[src/rtl/exp_datapath.sv]
// Series datapath for e^x = sum x^i/i!, stepped by external load_x/load_t/select_t strobes.
// One term per iterate strobe; done follows the counter combinationally; no backpressure.
module exp_datapath #(
  parameter int ITERATIONS = 8
) (
  input  logic        clk,
  input  logic        rst,
  input  logic        load_x,
  input  logic        load_t,
  input  logic        select_t,
  input  logic [7:0]  x_in,
  output logic        done,
  output logic [17:0] result,
  output logic [15:0] term
);

  localparam logic [3:0] ITER_L = 4'(ITERATIONS);

  logic [7:0]  x_q;
  logic [15:0] t_q;
  logic [17:0] s_q;
  logic [3:0]  cnt_q;

  logic [3:0]  k;
  logic [15:0] coef;
  logic [23:0] prod1;
  logic [15:0] p1;
  logic [31:0] prod2;
  logic [15:0] tn;
  logic        at_limit;

  assign k        = cnt_q + 4'd1;
  assign at_limit = (cnt_q == ITER_L);

  // 1/k in Q1.15
  always_comb begin
    coef = 16'h0000;
    case (k)
      4'd1:    coef = 16'h8000;
      4'd2:    coef = 16'h4000;
      4'd3:    coef = 16'h2AAB;
      4'd4:    coef = 16'h2000;
      4'd5:    coef = 16'h199A;
      4'd6:    coef = 16'h1555;
      4'd7:    coef = 16'h1249;
      4'd8:    coef = 16'h1000;
      default: coef = 16'h0000;
    endcase
  end

  // T*X drops the 8 fractional bits of X; the coefficient multiply drops 15.
  assign prod1 = t_q * {16'h0000, x_q};
  assign p1    = prod1[23:8];
  assign prod2 = {16'h0000, p1} * {16'h0000, coef};
  assign tn    = prod2[30:15];

  always_ff @(posedge clk or posedge rst) begin
    if (rst) begin
      x_q <= 8'h00;
    end else if (load_x) begin
      x_q <= x_in;
    end
  end

  always_ff @(posedge clk or posedge rst) begin
    if (rst) begin
      t_q   <= 16'h0000;
      s_q   <= 18'h00000;
      cnt_q <= 4'd0;
    end else if (load_t) begin
      if (select_t) begin
        t_q   <= 16'h8000;
        s_q   <= 18'h08000;
        cnt_q <= 4'd0;
      end else if (!at_limit) begin
        t_q   <= tn;
        s_q   <= s_q + {2'b00, tn};
        cnt_q <= k;
      end
    end
  end

  assign done   = at_limit;
  assign result = s_q;
  assign term   = t_q;

endmodule

[config.mk]
export PLATFORM = sky130hd
export DESIGN_NAME = exp_datapath
export DESIGN_NICKNAME = d
export VERILOG_FILES = /design/src/rtl/exp_datapath.sv
export SDC_FILE = /design/constraint.sdc
export NUM_CORES = 1
export LEC_CHECK = 0
export BUFFER_PORTS_ARGS = -buffer_cell sky130_fd_sc_hd__buf_2
export CAP_MARGIN = 0
export CORE_ASPECT_RATIO = 1.2
export CORE_MARGIN = 4
export CORE_UTILIZATION = 31
export CTS_CLUSTER_SIZE = 30
export DETAILED_ROUTE_END_ITERATION = 12
export MAX_ROUTING_LAYER = met4
export PLACE_DENSITY_LB_ADDON = 0.05
export SYNTH_ARGS = -nofsm -noshare
export SYNTH_HDL_FRONTEND = slang
export SYNTH_SLANG_ARGS = --single-unit
[constraint.sdc]
create_clock -name clk -period 13.07 [get_ports clk]
set_input_delay 1.307 -clock clk [delete_from_list [all_inputs] [get_ports clk]]
set_output_delay 1.307 -clock clk [all_outputs]
set_load 0.005 [all_outputs]
==> metrics.md <==
| Metric | Value |
|---|---|
| Status | `finished, final reports clean` |
| Number of flops mapped to enable cells by yosys | `0` |
| Layout cells sized above 1 | `9.79%` |
| Final wirelength | `45.1 mm` |
| Residual DRC count | `0` |
| Setup CP Type | `flop to flop` |
| CP most frequent cell | `fa_1` |
| Layout Cell Area excl Fill | `0.0159 mm2` |
| Post-DP HPWL | `38.8 mm` |
| Post-synth top area cell | `fa_1` |
| Top_reg_cell synth | `dfrtp_1` |
| Final hold vios | `0` |
| Die Span Y | `244 um` |
| Final RePlAce weighted congestion | `0.901` |
| Syn Area/Cell | `8.97 um2` |
| Clock tree buffer depth | `2` |
| Beginning of the worst hold path | `result[14]$_DFFE_PP0P_` |
| DP Area | `0.0157 mm2` |
| Area taken by multi-input logic gates | `0.0118 mm2` |
| Crit-path max cell delay | `570 ps` |
| Synth Instances | `1,598` |
| Initial DRC Count | `443` |
| WL/cell | `19.7 um` |
| Gr ovfl total | `0` |
| CTS Hold Bufs | `0` |
| Setup crit end kind | `flop` |
| CTS tree | `done` |
| GR Layer Usage met1 | `24.0%` |
| Synthesis-to-layout area growth | `10.9%` |
| Slew HR | `27.5%` |
| Initial antenna violation count | `0` |
| Met2 Use GR | `34.6%` |
| Area contributors post-synth | `fa_1, ha_1, inv_1, dfrtp_1, and2_1` |
| # port buffers | `47` |
| First-pass GRT wire length | `72.0 mm` |
| WP data required | `13,250 ps` |
| Clock transition at path regs | `70 ps` |
| DIE WIDTH | `204 um` |
| Reg-to-reg startpoint | `x_q[2]$_DFFE_PP0P_` |
| H-tree levels | `2` |
| Number of vias per cell | `4.73` |
| Vias in the first global route | `12,200` |
| Syn nets | `2,050` |
| Crit path buffers/inverters | `8` |
| Worst slew pin tran | `1080 ps` |
| CP startpoint | `x_q[2]$_DFFE_PP0P_` |
| Num ports | `48` |
| Fin crit share | `94.7%` |
| Largest net degree at the start of global routing | `47` |
| Async SR Flop Fraction | `100%` |
| Core Area | `0.0458 mm2` |
| Leading cell types in the layout, fill and taps excluded | `inv_1, fa_1, ha_1` |
| Clk_lat worst skew | `300 ps` |
| CTS Buf Count | `5` |
| Min-delay worst type | `flop to flop` |
| Synth cell types | `69` |
| Total Routing Usage GR | `19.4%` |
| FF+latch area | `0.00116 mm2` |
| GRT busiest layer | `met2` |
| CTS root buf | `clkbuf_16` |
| Vias after detailed routing | `10,800` |
| Row count | `86` |
| Commonest non-fill, non-tap cell in the layout | `inv_1` |
| Yosys top cell area share | `37.4%` |
| Clock sink count | `46` |
| Initial Util | `31.3%` |
| Startpoint Class | `flop` |
| CP Max Fanout | `17` |
| Min Tclk post-route | `12,380 ps` |
| MaxCap Viol Count | `0` |
| Die area | `0.0498 mm2` |
| Nets | `2,126` |
| Clock skew | `6.58 ps` |
| Slowest-stage cell, CP | `fa_1` |
| Seq/Total Area, Yosys | `8.03%` |
| Final setup vio count | `0` |
| First drt pass iteration count | `5` |
| Crit path DAT | `12,560 ps` |
| Syn Std Cell Area | `0.0143 mm2` |
| Fmax | `80.8 MHz` |
| Synth warn | `0` |
| Fin. max-slew vios | `0` |
| Kind of cell adding the most delay to the critical path | `adder cells` |
| Routed Antenna Nets | `0` |
| Filler Cell Count | `4,921` |
| Met3 usage | `1.34%` |
| Register bit total from synthesis | `46` |
worst paths after layout:
check                      slack (ps)                     end  cells past startpoint
hold reg to reg                   530  result[14]$_DFFE_PP0P_                      2
setup reg to reg                  690  result[15]$_DFFE_PP0P_                     45
max in group asynchronous       11070     term[1]$_DFFE_PP0P_                      2
min in group asynchronous        1270      x_q[6]$_DFFE_PP0P_                      2
setup / recovery                  690  result[15]$_DFFE_PP0P_                     45
hold / removal                    530  result[14]$_DFFE_PP0P_                      2
timing repair:
item | in CTS | in global routing
resized for setup | 0 | 16
setup buffers | 0 | 1
endpoints found under the setup margin | 0 | 9
area by class of cell:
type	count	share of cell area [%]
Timing Repair Buffer	110	4.45
Inverter	347	8.19
Clock inverter	3	0.275
Tap cell	616	4.85
Clock buffer	5	0.787
Sequential cell	46	7.29
Multi-Input combinational cell	1164	74.1
Antenna cell	1	0.0157
metrics by stage:
step	std cells	setup WS [ps]	utilization, %	TNS (ps)	hold slack, ps
floorplan	1598	1510	-	0	491
CTS	2290	417	34.5	0	523
global placement	2282	560	34.1	0	503
detailed placement	2282	466	34.1	0	507
global route	2291	-13.0	34.7	-13.0	550
finish	2292	687	34.7	0	528
sequential cells by signal, summed over array words and instances, names as in the netlist:
register,count
cnt_q,4
result,18
x_q,8
term,16
cells in the mapped netlist, types with 3 or more instances:
library cell    n
a21o_1         11
nand3_1        21
o21bai_1        3
and3_1         11
o2111ai_1       3
a31oi_1        11
clkbuf_1       39
o211ai_1        5
o21a_1         11
nand4_1        10
xor2_1         20
xnor2_1        46
o31ai_1         4
nor2_1        120
a22o_1         15
and2_1        115
or3_1           4
a211oi_1        5
a21oi_1        40
nand2b_1        5
inv_1         347
o21ai_1         4
nor2b_1         7
nor4_1          3
nand2_1       162
a31o_2          7
nor3_1          8
mux2_2          8
ha_1          171
fa_1          268
o21ai_0        23
dfrtp_1        46
routing by layer:
metal | vias to the layer above | wire length (um)
met5 | - | 0
met4 | 0 | 1360
met3 | 46 | 1000
met2 | 150 | 23400
met1 | 5525 | 19300
li1 | 5118 | -
cell families (layout without fill, tap and decap cells):
family | after synthesis | count (layout) | synth area share, %
buffers and inverters | 388 | 465 | 10.2
DFF | 46 | 46 | 8.03
other | 0 | 1 | 0
AOI/OAI and AO/OA | 173 | 173 | 8.74
and+or+nand+nor | 473 | 473 | 15.6
adders and majority gates | 439 | 439 | 52.4
xor gates and xnor gates | 69 | 69 | 4.37
muxes | 10 | 10 | 0.768
worst min-delay path, cell delays in order (launching register included):
cell and delay, ps:
dfrtp_1 380, nand2_1 60, o31ai_1 60
Power is left out: the tool's default activity adds up to more than one toggle a clock period on the data nets, which glitch-free logic cannot reach.
